$ cat config.mk
export PLATFORM = sky130hd
export DESIGN_NAME = operand_scoreboard
export DESIGN_NICKNAME = d
export VERILOG_FILES = /design/src/rtl/operand_scoreboard_pkg.sv /design/src/rtl/operand_scoreboard_decode.sv /design/src/rtl/operand_scoreboard.sv
export SDC_FILE = /design/constraint.sdc
export NUM_CORES = 1
export LEC_CHECK = 0
export ABC_AREA = 1
export CAP_MARGIN = 5
export CORE_MARGIN = 4
export CORE_UTILIZATION = 35
export DETAILED_ROUTE_END_ITERATION = 8
export PLACE_DENSITY = 0.71
export SLEW_MARGIN = 0
export SYNTH_ARGS = -nofsm -noshare
export SYNTH_HDL_FRONTEND = slang
export SYNTH_SLANG_ARGS = --single-unit
$ cat constraint.sdc
create_clock -name clock -period 2.11 [get_ports clock]
set_input_delay 0.5275 -clock clock [delete_from_list [all_inputs] [get_ports clock]]
set_output_delay 0.5275 -clock clock [all_outputs]
set_load 0.02 [all_outputs]
$ cat src/rtl/operand_scoreboard_pkg.sv
// Shared ISA constants and state encoding for the decode-stage operand scoreboard.
package operand_scoreboard_pkg;

    localparam logic [4:0] OP_ALU  = 5'b00000;
    localparam logic [4:0] OP_J    = 5'b00001;
    localparam logic [4:0] OP_BNE  = 5'b00010;
    localparam logic [4:0] OP_JAL  = 5'b00011;
    localparam logic [4:0] OP_JR   = 5'b00100;
    localparam logic [4:0] OP_ADDI = 5'b00101;
    localparam logic [4:0] OP_BLT  = 5'b00110;
    localparam logic [4:0] OP_SW   = 5'b00111;
    localparam logic [4:0] OP_LW   = 5'b01000;
    localparam logic [4:0] OP_SETX = 5'b10101;
    localparam logic [4:0] OP_BEX  = 5'b10110;

    localparam logic [4:0] ALU_MUL = 5'b00110;
    localparam logic [4:0] ALU_DIV = 5'b00111;

    localparam int OPC_HI   = 31;
    localparam int OPC_LO   = 27;
    localparam int RD_HI    = 26;
    localparam int RD_LO    = 22;
    localparam int RS_HI    = 21;
    localparam int RS_LO    = 17;
    localparam int RT_HI    = 16;
    localparam int RT_LO    = 12;
    localparam int ALUOP_HI = 6;
    localparam int ALUOP_LO = 2;

    typedef enum logic {
        ST_IDLE = 1'b0,
        ST_BUSY = 1'b1
    } md_state_t;

endpackage

$ cat src/rtl/operand_scoreboard_decode.sv
// Opcode-aware register index extraction; branches, sw and jr read rd on port B.
module operand_decode
    import operand_scoreboard_pkg::*;
#(
    parameter int REG_W      = 5,
    parameter int STATUS_REG = 30,
    parameter int LINK_REG   = 31
) (
    input  logic [31:0]      instruction,
    output logic [REG_W-1:0] rs1,
    output logic [REG_W-1:0] rs2,
    output logic [REG_W-1:0] rd_wr,
    output logic             reads_rs1,
    output logic             reads_rs2,
    output logic             is_multdiv
);

    logic [4:0]       opcode;
    logic [4:0]       aluop;
    logic [REG_W-1:0] f_rd;
    logic [REG_W-1:0] f_rs;
    logic [REG_W-1:0] f_rt;
    logic             unused_bits;

    assign opcode      = instruction[OPC_HI:OPC_LO];
    assign aluop       = instruction[ALUOP_HI:ALUOP_LO];
    assign f_rd        = REG_W'(instruction[RD_HI:RD_LO]);
    assign f_rs        = REG_W'(instruction[RS_HI:RS_LO]);
    assign f_rt        = REG_W'(instruction[RT_HI:RT_LO]);
    assign unused_bits = ^{instruction[11:7], instruction[1:0]};

    always_comb begin
        rs1       = f_rs;
        rs2       = f_rt;
        rd_wr     = '0;
        reads_rs2 = 1'b0;
        case (opcode)
            OP_ALU: begin
                rd_wr     = f_rd;
                reads_rs2 = 1'b1;
            end
            OP_ADDI, OP_LW: rd_wr = f_rd;
            OP_BNE, OP_BLT, OP_SW, OP_JR: begin
                rs2       = f_rd;
                reads_rs2 = 1'b1;
            end
            OP_J:   rs1 = '0;
            OP_JAL: begin
                rs1   = '0;
                rd_wr = REG_W'(LINK_REG);
            end
            OP_SETX: begin
                rs1   = '0;
                rd_wr = REG_W'(STATUS_REG);
            end
            OP_BEX: rs1 = REG_W'(STATUS_REG);
            default: ;
        endcase
    end

    assign reads_rs1  = (rs1 != '0);
    assign is_multdiv = (opcode == OP_ALU) && ((aluop == ALU_MUL) || (aluop == ALU_DIV));

endmodule

$ cat src/rtl/operand_scoreboard.sv
// Decode-stage operand unit with a single-entry multdiv scoreboard and hang detector.
// Optional macro OPSB_MD_BYPASS_EN releases dependents in the md_done cycle itself.
module operand_scoreboard
    import operand_scoreboard_pkg::*;
#(
    parameter int REG_W      = 5,
    parameter int CNT_W      = 6,
    parameter int MD_TIMEOUT = 40,
    parameter int STATUS_REG = 30,
    parameter int LINK_REG   = 31
) (
    input  logic             clock,
    input  logic             reset,
    input  logic             fd_valid,
    input  logic [31:0]      instruction,
    input  logic             flush,
    input  logic             md_done,
    output logic [REG_W-1:0] rs1,
    output logic [REG_W-1:0] rs2,
    output logic [REG_W-1:0] rd_wr,
    output logic             stall,
    output logic             issue,
    output logic             md_busy,
    output logic [REG_W-1:0] md_rd,
    output logic [CNT_W-1:0] md_cycles,
    output logic             md_timeout
);

    localparam logic [CNT_W-1:0] CNT_MAX = '1;
    localparam logic [CNT_W-1:0] CNT_HANG = CNT_W'(MD_TIMEOUT - 1);

    logic             reads_rs1;
    logic             reads_rs2;
    logic             is_multdiv;
    logic             dep_hit;
    logic             hazard;
    logic             md_start;

    md_state_t        state;
    md_state_t        state_nxt;
    logic [REG_W-1:0] md_rd_nxt;
    logic [CNT_W-1:0] md_cycles_nxt;
    logic             md_timeout_nxt;

    operand_decode #(
        .REG_W      (REG_W),
        .STATUS_REG (STATUS_REG),
        .LINK_REG   (LINK_REG)
    ) u_decode (
        .instruction (instruction),
        .rs1         (rs1),
        .rs2         (rs2),
        .rd_wr       (rd_wr),
        .reads_rs1   (reads_rs1),
        .reads_rs2   (reads_rs2),
        .is_multdiv  (is_multdiv)
    );

    // md_rd == 0 marks a result nobody can depend on; only the structural hazard remains.
    assign dep_hit = is_multdiv
                   || ((md_rd != '0) && ((reads_rs1 && (rs1 == md_rd))
                                      || (reads_rs2 && (rs2 == md_rd))
                                      || (rd_wr == md_rd)));

`ifdef OPSB_MD_BYPASS_EN
    assign hazard = fd_valid && md_busy && !md_done && dep_hit;
`else
    assign hazard = fd_valid && md_busy && dep_hit;
`endif

    assign stall    = hazard && !flush;
    assign issue    = fd_valid && !stall && !flush;
    assign md_start = issue && is_multdiv;
    assign md_busy  = (state == ST_BUSY);

    always_ff @(posedge clock or posedge reset) begin
        if (reset) begin
            state      <= ST_IDLE;
            md_rd      <= '0;
            md_cycles  <= '0;
            md_timeout <= 1'b0;
        end else begin
            state      <= state_nxt;
            md_rd      <= md_rd_nxt;
            md_cycles  <= md_cycles_nxt;
            md_timeout <= md_timeout_nxt;
        end
    end

    always_comb begin
        state_nxt      = state;
        md_rd_nxt      = md_rd;
        md_cycles_nxt  = md_cycles;
        md_timeout_nxt = md_timeout || (md_busy && (md_cycles == CNT_HANG) && !md_done);
        case (state)
            ST_IDLE: begin
                if (md_start) begin
                    state_nxt     = ST_BUSY;
                    md_rd_nxt     = rd_wr;
                    md_cycles_nxt = '0;
                end
            end
            ST_BUSY: begin
                // A new multdiv issuing alongside md_done takes over the entry.
                if (md_start) begin
                    md_rd_nxt     = rd_wr;
                    md_cycles_nxt = '0;
                end else if (md_done) begin
                    state_nxt     = ST_IDLE;
                    md_rd_nxt     = '0;
                    md_cycles_nxt = '0;
                end else if (md_cycles != CNT_MAX) begin
                    md_cycles_nxt = md_cycles + 1'b1;
                end
            end
            default: state_nxt = ST_IDLE;
        endcase
    end

endmodule

# After elaboration in Yosys (flattened, before gate mapping)
# Index checks and enable logic that the tools add are counted.
# op_classes
add_sub_neg	1
eq_ne	20
n_mux	17
bitwise	1
n_reduce_logical	29
# ops
cell	count
== test 5 x 3 -> 1 bit, second input constant	6
two-way mux 6 bit	4
two-way mux 5 bit	4
case mux 5 bit (2 select lines)	2
== test 5 bit	3
case mux 5 bit (3 select lines)	1
logical AND 1 bit	12
case mux 6 bit (2 select lines)	1
== test 5 x 2 -> 1 bit, second input constant	2
== test 5 bit, second input constant	2
nonzero test 5 bit	2
adder 6 x 1 -> 6 bit, second input constant	1
== test 6 bit, second input constant	1
!= test 6 bit, second input constant	1
OR reduction 3 bit	2
== test 5 x 1 -> 1 bit, second input constant	1
== test 5 x 4 -> 1 bit, second input constant	1
logical NOT 5 bit	1
logical OR 1 bit	5
OR reduction 5 bit	1
two-way mux 1 bit	4
!= test 4 x 3 -> 1 bit, second input constant	1
AND reduction 2 bit	2
OR reduction 4 bit	1
other kinds (5)	7
# word_totals
reg_bits	13
in_bits	37
output_inout_bits	30
wordCells	72

# Longest topological paths before layout
# Gate-level depths: netlist (run 1).
# depth
depth_word	17
mapped_depth	15
mapped_depth_nobuf	15

# By module
# A second synthesis (run 1) with hierarchy kept.
# hier_totals
hier_cells	216
hier_area_um2	1260.0
# modules_own_cells
module	instances	cells_each	area_per_inst_um2	seq_area_each_um2
operand_scoreboard	1	146	950.9	325.3
operand_decode	1	70	309.0	0.0

# Worst setup path before layout (run 1)
# OpenSTA, ideal clock, no wires.
# synth_path
path_kind	input to output
from	in instruction[28]
to	out stall
arrival_ps	2005
t_required_ps	1582
slack_ps	-422
cell_stages	13
path_buffers	0
path_cell_list	inv_2 > nor2_2 > nand3_2 > nand2_1 > nor2_1 > nand2_1 > nand2_1 > nand3_1 > nor2_1 > nand2_1 > nand3_1 > nand2_1 > a21oi_1
# synth_between
elab_chain_cells	11
elab_cells_between_ends	32
cone_classes	13 x eq/ne; 4 x mux; 15 x reduce/logical
# synth_rtl
item	line	source
start: declaration	operand_scoreboard.sv:15	input logic [31:0] instruction,
== test 5 x 1 -> 1 bit (tied with other cells)	operand_scoreboard_decode.sv:37	case (opcode)
OR reduction 3 bit (no line)	n/a	
case mux 5 bit (2 select lines) *	operand_scoreboard_decode.sv:37	
named net rs1[0]	operand_scoreboard.sv:18	output logic [REG_W-1:0] rs1,
== test 5 bit or nonzero test 5 bit (tied branches)	operand_scoreboard.sv:61, operand_scoreboard_decode.sv:61	
logical AND 1 bit *	operand_scoreboard.sv:61	|| ((md_rd != '0) && ((reads_rs1 && (rs1 == md_rd))
logical OR 1 bit *	operand_scoreboard.sv:62	|| (reads_rs2 && (rs2 == md_rd))
logical OR 1 bit *	operand_scoreboard.sv:63	|| (rd_wr == md_rd)));
logical AND 1 bit *	operand_scoreboard.sv:61	
logical OR 1 bit *	operand_scoreboard.sv:61	
logical AND 1 bit *	operand_scoreboard.sv:68	assign hazard = fd_valid && md_busy && dep_hit;
logical AND 1 bit *	operand_scoreboard.sv:71	assign stall = hazard && !flush;
end: declaration	operand_scoreboard.sv:21	output logic stall,
# The timed path passes the listed nets; every way through them passes the cells marked *.

# Worst setup path after layout (run 1)
# layout_path
from	in instruction[27]
to	out issue
# layout_between
elab_chain_cells	14
elab_cells_between_ends	35
cone_classes	13 x eq/ne; 4 x mux; 18 x reduce/logical
# layout_rtl
item	line	source
== test 5 x 1 -> 1 bit (tied with other cells)	operand_scoreboard_decode.sv:37	
OR reduction 3 bit (no line) or OR reduction 4 bit (tied branches)	n/a	
case mux 5 bit (2 select lines) or two-way mux 5 bit (tied branches)	operand_scoreboard_decode.sv:37	
== test 5 bit (tied with other cells)	operand_scoreboard.sv:61	
logical AND 1 bit (on tied branches)	operand_scoreboard.sv:61, operand_scoreboard.sv:62	
logical OR 1 bit	operand_scoreboard.sv:62	
logical OR 1 bit	operand_scoreboard.sv:63	
logical AND 1 bit	operand_scoreboard.sv:61	
logical OR 1 bit *	operand_scoreboard.sv:61	
logical AND 1 bit *	operand_scoreboard.sv:68	
logical AND 1 bit *	operand_scoreboard.sv:71	
logical NOT 1 bit *	operand_scoreboard.sv:72	assign issue = fd_valid && !stall && !flush;
logical AND 1 bit * (2 in series)	operand_scoreboard.sv:72	
end: declaration	operand_scoreboard.sv:22	output logic issue,
# Mark *: on every way between the ends. The rest lies on a longest branch, timed or not.

==> run_results.csv, run 1 <==
group,metric,value,unit
setup_path,worstPathMaxFanout,6,
min_path,hold_path_class,"reg2reg",
die,core-area,3470,um^2
synth,syn_nets,257,
status,status,"finished with violations",
placed_design,place_ws,-1.48,ns
synth,synth_cell_types,24,
timing,layout_setup_ws,-0.573,ns
setup_path,setup.worst_path.start,"instruction[27]",
synth,synthesis.instances,219,
setup_path,worst_setup_path_end_kind,"output port",
die,dieHeight,69.0,um
routing,routed_wl,5330,um
layout,design_area,2710,um^2
flow_run,drv_cap,0,
timing,slew_headroom,66.9,%
timing,skew,0.00921,ns
placed_design,dp_hpwl,3700,um
placed_design,gp_congestion,0.853,
setup_path,r2r_slack,0.40,ns
die,start_util,37.6,%
clocking,cts_tree,"built",
timing,setup_viol,4,
timing,period_needed,2.68,ns
grt,antenna_found_initial,0,
setup_path,crit_end,"issue",
timing,drv_slew,0,
die,die_w,69.0,um
routing,drt_drc_violations_left,0,
setup_path,crit-reg2reg-launch,"md_cycles[1]",
placed_design,dpl-instance-area,2350,um^2
layout,layout_common_cells,"nand2_1 (41), buf_4 (37), clkdlybuf4s50_1 (36), nand3_1 (35), inv_1 (24)",
placed_design,dp_cells,363,
timing,hold_violations,0,
routing,vias_per_cell,5.06,
die,io_pins,67,
timing,fmax,0.373,GHz
synth,synth_seq_cells,13,
timing,rsz0062_at_grt,"true",
status,violations,"negative setup slack",
clocking,root_buffer,"clkbuf_8",
placed_design,io_buffers,58,
setup_path,critPathArrivalTime,2.16,ns
clocking,cts_sinks,13,
die,die_area,4760,um^2
layout,stdcell_count,373,
routing,drtIter0Drc,168,
synth,synthesis.area,1300,um^2
grt,grt_max_degree,14,
routing,wl_per_cell,14.3,um
clocking,clock_latency,0.25,ns
pwr,power_density,399,nW/um^2
setup_path,critPathLaunchType,"input port",
setup_path,r2r_end,"md_cycles[0]",
routing,firstDrtPassIters,4,
setup_path,path_class,"in2out",
synth,yosysWarningCount,0,
synth,syn_area_per_cell,5.95,um^2
layout,synthToLayoutAreaGrowth,108,%
die,num_rows,21,
clocking,htreeDepth,1,
layout,drive_above_1_share,44.0,%
setup_path,critPathRequiredTime,1.58,ns
grt,grt_pass1_vias,1831,
clocking,cts_made_buffers,3,
pwr,ir_worst_vdd,0.393,mV
grt,grt_pass1_wl,8400,um
synth,yosysSeqAreaShare,25.0,%
routing,via_count,1889,
setup_path,rr_worst_depth,8,
timing,tightestPinTransition,0.496,ns
routing,ant_nets,0,
clocking,clkSlewWorstSetupHoldPaths,0.05,ns
grt,grt_overflow,0,
timing,min_period_over_period,127,%
pwr,p_leak,1.29,nW
layout,diodes,0,
layout,nets,366,
layout,final_common_cell,"nand2_1",
grt,grt_usage,20.7,%
clocking,cts_buffer_depth,2,
[per-layer routing]
metal | share of wire, % | track usage [%]
met5 | 0 | 0
met4 | 1.3 | 4.77
met3 | 5.8 | 3.49
met2 | 50 | 35.9
met1 | 43 | 26.8
[worst max-delay path: stages]
cell	delay, ns
buf_4	0.13
inv_2	0.06
o21ai_2	0.17
nand2_4	0.13
buf_4	0.16
nand3_2	0.09
nand2_4	0.06
nor2_2	0.15
nor2_2	0.07
nand3_1	0.09
nand3_2	0.10
nand2_4	0.10
nand2_2	0.06
a21oi_4	0.11
buf_6	0.12
[synth_stat cells]
cell type | instances | area share (%)
o21a_2 | 1 | 0.67
nor2_1 | 20 | 5.8
o21ai_1 | 1 | 0.38
nand2_1 | 63 | 18
nand2_4 | 2 | 1.7
o21ai_0 | 8 | 3.1
inv_1 | 26 | 7.5
o21bai_1 | 1 | 0.58
nand3_2 | 3 | 2.3
nor3_1 | 2 | 0.77
nand4_1 | 2 | 0.96
nand3_1 | 48 | 18
buf_2 | 1 | 0.38
nand2_2 | 5 | 2.4
dfrtp_1 | 13 | 25
inv_2 | 4 | 1.2
o31ai_4 | 1 | 1.6
nand3b_1 | 1 | 0.58
nor2_2 | 4 | 1.9
o211ai_1 | 1 | 0.58
ha_1 | 1 | 0.96
a21oi_1 | 8 | 3.1
o21ai_2 | 1 | 0.67
a21oi_2 | 2 | 1.3
[cell families (layout without fill, tap and decap cells)]
| family | Yosys count | count (layout) | synth area share (%) |
|---|---|---|---|
| simple gates | 150 | 151 | 53.0 |
| buf+inv | 31 | 138 | 9.03 |
| compound gates | 24 | 24 | 12.0 |
| flops | 13 | 13 | 25.0 |
| fa+ha+maj | 1 | 1 | 0.960 |
[final cells by class]
type / count / area, um^2
flip-flops and latches: 13 / 325
fillers: 251 / 762
multi-input cells: 176 / 1190
inverters: 30 / 120
clock buffers: 4 / 45.0
well taps: 46 / 57.6
repair buffers: 104 / 963
[power breakdown]
part | switching, mW | internal, mW | leakage [nW] | total [mW]
Combinational | 0.296 | 0.271 | 1.09 | 0.566
Sequential | 0.0219 | 0.270 | 0.171 | 0.292
Clock | 0.0883 | 0.133 | 0.0228 | 0.221
[metrics by stage]
stage / TNS (ns) / util [%] / hold slack, ns / total power [mW]
2_1_floorplan: -0.402 / - / 0.404 / 0.526
3_3_place_gp: -20.32 / 67.9 / 0.464 / 0.776
3_5_place_dp: -20.92 / 67.9 / 0.461 / 0.784
4_1_cts: -0.855 / 73.3 / 0.509 / 1.03
5_1_grt: -1.54 / 78.0 / 0.540 / 1.14
6_report: -1.14 / 78.0 / 0.495 / 1.08
[flip-flops by register name, summed over array words and instances (netlist names)]
name / cells
md_timeout: 1
md_rd: 5
md_cycles: 6
md_busy: 1
[worst min-delay path by stage]
stage / start / end / slack [ns] / cells after the start
floorplan: reset / md_busy / 0.40 / 1
global placement: md_timeout / md_timeout / 0.46 / 1
detailed placement: md_timeout / md_timeout / 0.46 / 1
CTS: md_timeout / md_timeout / 0.51 / 1
global route: md_timeout / md_timeout / 0.54 / 1
finish: md_timeout / md_timeout / 0.49 / 1
[repair_timing]
item | 4_1_cts | 5_1_grt
setup buffers | 3 | 2
gates resized for setup | 129 | 52
pin swaps | 25 | 20
gates cloned | 1 | 0
endpoints found under the setup margin | 28 | 24
hold buffers | 0 | 0
Power figures use the tool's default switching activity.
==> inputs of run 2 (changes only) <==
--- a/config.mk
+++ b/config.mk
@@ -6,11 +6,11 @@
 export NUM_CORES = 1
 export LEC_CHECK = 0
 export ABC_AREA = 1
-export CAP_MARGIN = 5
+export CORE_ASPECT_RATIO = 1.75
 export CORE_MARGIN = 4
 export CORE_UTILIZATION = 35
 export DETAILED_ROUTE_END_ITERATION = 8
-export PLACE_DENSITY = 0.71
+export PLACE_DENSITY = 0.68
 export SLEW_MARGIN = 0
 export SYNTH_ARGS = -nofsm -noshare
 export SYNTH_HDL_FRONTEND = slang
==> constraint.sdc (replaced) <==
create_clock -name clock -period 2.8 [get_ports clock]
set_input_delay 0.7 -clock clock [delete_from_list [all_inputs] [get_ports clock]]
set_output_delay 0.7 -clock clock [all_outputs]
set_load 0.02 [all_outputs]
==> run_results.csv, run 2 (synthesis results as in run 1) <==
group,metric,value,unit
status,status,"finished with violations",
status,violations,"negative setup slack",
timing,hold_violations,0,
flow_run,drv_cap,0,
layout,drive_above_1_share,28.2,%
routing,ant_nets,0,
die,dieHeight,88.7,um
setup_path,critPathRequiredTime,2.10,ns
timing,skew,0.000659,ns
die,io_pins,67,
grt,grt_pass1_wl,7570,um
setup_path,worstPathMaxFanout,10,
clocking,holdBufCountCts,0,
setup_path,r2r_end,"md_cycles[5]",
placed_design,dp_hpwl,3610,um
layout,nets,348,
layout,layout_common_cells,"nand2_1 (54), nand3_1 (39), clkdlybuf4s50_1 (36), buf_4 (27), inv_1 (25)",
layout,seq_area,325,um^2
setup_path,r2r_slack,1.15,ns
setup_path,critPathArrivalTime,2.20,ns
setup_path,cp.buffers_inverters,2,
pwr,p_total,0.734,mW
die,die_area,4800,um^2
pwr,power_density,310,nW/um^2
grt,grt_usage,20.6,%
min_path,hold_path_class,"reg2reg",
routing,via_count,1748,
setup_path,path_depth,15,
die,start_util,36.3,%
setup_path,rr_worst_depth,8,
clocking,root_buffer,"clkbuf_8",
clocking,clock_latency,0.24,ns
timing,tightestPinTransition,0.502,ns
placed_design,gp_congestion,0.815,
placed_design,place_ws,-1.10,ns
grt,busiest_layer,"met2",
setup_path,path_delay_family,"simple AND/OR/NAND/NOR gates",
grt,grt_max_degree,14,
setup_path,path_class,"in2out",
timing,period_needed,2.90,ns
clocking,cts_made_buffers,3,
placed_design,io_buffers,58,
timing,fmax,0.345,GHz
layout,top_regs,"md_cycles x6, md_rd x5",
setup_path,worst_setup_path_end_kind,"output port",
die,core-area,3590,um^2
setup_path,path_cells,"buf_6, nor2_4, o21ai_4, nand2_4, nand2_8, nand2_1, nand3_1, nand2_1, nor2_1, nand3_1, nand3_1, nand2_2, nand2_2, a21oi_4, buf_6",
timing,rsz0062_at_grt,"true",
layout,largest_register_ffs,6,
routing,wl_per_cell,12.8,um
grt,grt_overflow,0,
min_path,min_from,"md_timeout",
layout,design_area,2370,um^2
routing,vias_per_cell,4.92,
clocking,cts_buffer_depth,2,
timing,min_period_over_period,104,%
layout,multi_input_area,1010,um^2
setup_path,critPathLaunchType,"input port",
layout,synthToLayoutAreaGrowth,81.9,%
layout,top_register,"md_cycles",
routing,drt_drc_violations_left,0,
pwr,ir_worst_vdd,0.316,mV
clocking,cts_sinks,13,
routing,firstDrtPassIters,4,
routing,drtIter0Drc,36,
clocking,clkSlewWorstSetupHoldPaths,0.05,ns
grt,use_met3,2.87,%
die,num_rows,29,
setup_path,cp_slowest_cell,"nor2_4",
setup_path,crit_end,"issue",
layout,final_common_cell,"nand2_1",
grt,grt_pass1_vias,1797,
placed_design,dpl-instance-area,2170,um^2
grt,antenna_found_initial,0,
layout,diodes,0,
grt,grt_use_met1,21.4,%
setup_path,cpMostUsedCell,"nand3_1",
die,die_w,54.1,um
clocking,htreeDepth,1,
timing,setup_viol,2,
setup_path,crit_path_max_incr_delay,0.21,ns
layout,nFillCells,321,
setup_path,crit-reg2reg-launch,"md_cycles[0]",
pwr,p_leak,1.19,nW
timing,drv_slew,0,
setup_path,setup.worst_path.start,"instruction[30]",
timing,slew_headroom,66.5,%
grt,grt_use_met2,40.4,%
routing,routed_wl,4540,um
clocking,cts_tree,"built",
timing,layout_setup_ws,-0.101,ns
[run 2: changes by cell type in the layout (fill, tap and decap cells not counted), sizes merged]
cell / previous run / this run
buf: 68 / 35
dlymetal6s2s: 0 / 4
dlygate4sd2: 0 / 10
clkdlybuf4s15: 0 / 1
clkbuf: 4 / 5
nand2: 71 / 70
[run 2: worst min-delay path by stage]
stage	end	slack, ns	cells after the start
floorplan	md_busy	0.58	1
global placement	md_timeout	0.46	1
detailed placement	md_timeout	0.46	1
CTS	md_timeout	0.48	1
global route	md_timeout	0.53	1
finish	md_timeout	0.49	1
[run 2: stage by stage]
stage | hold slack (ns) | cells | setup TNS (ns) | utilization, %
after CTS | 0.483 | 355 | -0.236 | 64.5
after detailed placement | 0.461 | 351 | -9.45 | 60.3
final | 0.485 | 355 | -0.201 | 66.0
after global placement | 0.463 | 351 | -9.44 | 60.3
after global routing | 0.527 | 355 | -0.445 | 66.0
after floorplan | 0.577 | 219 | 0 | -
[run 2: power breakdown]
group	internal, mW	switching, mW
clock	0.100	0.0655
sequential	0.203	0.0193
combinational	0.161	0.184
[run 2: worst register-to-register path, delay by kind of cell (launching register included)]
kind | cells | cell delay [ns]
DFF | 1 | 0.38
buffers and inverters | 1 | 0.17
and+or+nand+nor | 4 | 0.48
AOI/OAI and AO/OA | 2 | 0.32
adders and majority gates | 1 | 0.18
[run 2: area by class of cell]
cell class              instances  area share (%)
clock buffers                   4            1.90
inverters                      30            4.86
multi-input cells             175            42.8
flip-flops and latches         13            13.7
well taps                      46            2.43
repair buffers                 87            34.3
[run 2: per-layer routing]
metal / part of all wire, % / wire length, um
met2: 57 / 2570
met1: 37 / 1690
met3: 4.7 / 213
met5: 0 / 0
met4: 1.3 / 58
[run 2: what timing repair did]
item / CTS / global route
endpoints found under the setup margin: 17 / 7
setup buffers: 0 / 0
pin swaps: 12 / 17
gates resized for setup: 72 / 20
endpoints found under the hold margin: 0 / 0
==> inputs of run 3 (changes only) <==
--- a/config.mk
+++ b/config.mk
@@ -7,7 +7,7 @@
 export LEC_CHECK = 0
 export ABC_AREA = 1
 export CORE_ASPECT_RATIO = 1.75
-export CORE_MARGIN = 4
+export CORE_MARGIN = 10
 export CORE_UTILIZATION = 35
 export DETAILED_ROUTE_END_ITERATION = 8
 export PLACE_DENSITY = 0.68
==> run_results.csv, run 3 (synthesis results as in run 1) <==
group,metric,value,unit
layout,nets,352,
status,violations,"negative setup slack",
die,core-area,3590,um^2
timing,fmax,0.346,GHz
routing,wl_per_cell,13.8,um
routing,via_count,1791,
placed_design,place_ws,-1.13,ns
placed_design,dp_hpwl,4020,um
clocking,clock_latency,0.24,ns
layout,final_common_cell,"nand2_1",
grt,grt_pass1_wl,8020,um
die,num_rows,29,
timing,hold_violations,0,
timing,period_needed,2.89,ns
pwr,p_total,0.745,mW
pwr,p_leak,1.21,nW
placed_design,gp_congestion,0.859,
routing,drtIter0Drc,77,
clocking,clkSlewWorstSetupHoldPaths,0.05,ns
timing,skew,0.00161,ns
layout,largest_register_ffs,6,
setup_path,worstPathMaxFanout,7,
clocking,cts_made_buffers,3,
status,status,"finished with violations",
placed_design,io_buffers,58,
timing,timing.hold.ws,0.485,ns
clocking,cts_tree,"built",
setup_path,rr_worst_depth,8,
layout,top_register,"md_cycles",
grt,grt_max_degree,14,
grt,grt_overflow,0,
routing,drt_drc_violations_left,0,
routing,ant_nets,0,
layout,drive_above_1_share,28.4,%
routing,vias_per_cell,4.99,
layout,multi_input_area,1020,um^2
die,die_area,6660,um^2
layout,nFillCells,329,
clocking,cts_sinks,13,
setup_path,critPathLaunchType,"input port",
pwr,ir_worst_vdd,0.328,mV
setup_path,critPathRequiredTime,2.10,ns
clocking,holdBufCountCts,0,
grt,grt_pass1_vias,1811,
layout,layout_common_cells,"nand2_1 (57), nand3_1 (36), clkdlybuf4s50_1 (35), buf_4 (32), inv_1 (25)",
timing,drv_slew,0,
die,start_util,36.3,%
die,io_pins,67,
timing,slew_headroom,65.8,%
layout,synthToLayoutAreaGrowth,84.8,%
die,die_w,66.1,um
timing,min_period_over_period,103,%
timing,tightestPinTransition,0.513,ns
setup_path,critPathArrivalTime,2.19,ns
min_path,holdPathStages,1,
clocking,htreeDepth,1,
die,dieHeight,101,um
routing,routed_wl,4940,um
setup_path,worst_setup_path_end_kind,"output port",
timing,rsz0062_at_grt,"true",
layout,top_regs,"md_cycles x6, md_rd x5",
layout,seq_area,325,um^2
clocking,root_buffer,"clkbuf_8",
timing,setup_viol,2,
grt,grt_usage,14.4,%
flow_run,drv_cap,0,
layout,diodes,0,
grt,antenna_found_initial,0,
setup_path,path_class,"in2out",
min_path,hold_path_class,"reg2reg",
timing,layout_setup_ws,-0.0936,ns
clocking,cts_buffer_depth,2,
routing,firstDrtPassIters,4,
pwr,power_density,310,nW/um^2
## run 3: cell types whose count changed in the layout (fill, tap and decap cells not counted), moves of 2 or more
cell and change:
dlygate4sd2_1 +4, dlymetal6s2s_1 -2, nand2_2 -4, nand3_2 +2, nand3_1 -3, nand2_1 +3
buf_4 +5, buf_6 -3
## run 3: power breakdown
part           switching [mW]  total [mW]  internal, mW
combinational           0.188       0.354         0.166
clock                  0.0685       0.169         0.101
sequential             0.0184       0.222         0.203
total                   0.275       0.745         0.470
## run 3: cell type report
| cell class | instances | share of cell area, % |
|---|---|---|
| Multi-Input combinational cell | 175 | 42.5 |
| Timing Repair Buffer | 91 | 34.8 |
| Sequential cell | 13 | 13.5 |
| Inverter | 30 | 4.89 |
| Tap cell | 46 | 2.39 |
| Clock buffer | 4 | 1.87 |
## run 3: through the flow
| stage | TNS, ns | area (um^2) | cells | util [%] |
|---|---|---|---|---|
| CTS | -0.175 | 2340 | 359 | 65.2 |
| finish | -0.182 | 2410 | 359 | 67.0 |
| floorplan | 0 | 1320 | 219 | - |
| global placement | -9.61 | 2200 | 354 | 61.3 |
| global route | -0.435 | 2410 | 359 | 67.0 |
| detailed placement | -9.82 | 2200 | 354 | 61.3 |
## run 3: critical path, stage by stage
cell     delay [ns]
buf_8          0.11
nor2_4         0.17
o21ai_2        0.10
nand2_4        0.13
buf_12         0.14
nand3_2        0.06
nand3_1        0.08
nand2_1        0.06
nor2_1         0.09
nand3_1        0.11
nand3_1        0.11
nand2_2        0.07
a21oi_2        0.13
buf_6          0.13
## run 3: final timing paths
kind / slack (ns) / from / to
min in group asynchronous: 0.79 / reset / md_cycles[5]
worst min-delay path: 0.49 / md_timeout / md_timeout
worst max register to register: 1.15 / md_cycles[0] / md_cycles[1]
max in group asynchronous: 1.67 / reset / md_rd[3]
worst max-delay path: -0.09 / instruction[30] / stall
worst min register to register: 0.49 / md_timeout / md_timeout
## run 3: routing by layer
layer / wire length, um / part of all wire, % / global-route usage [%] / vias up
li1: - / - / - / 906
met1: 1750 / 35 / 13.4 / 838
met2: 2860 / 58 / 29.6 / 45
met3: 309 / 6.3 / 3.67 / 2
met4: 14 / 0.28 / 2.11 / 0
met5: 0 / 0 / 0 / -
## run 3: repair_timing
item / CTS / global route
endpoints found under the setup margin: 17 / 6
pin swaps: 24 / 10
buffers inserted: 1 / 0
gates resized for setup: 75 / 19
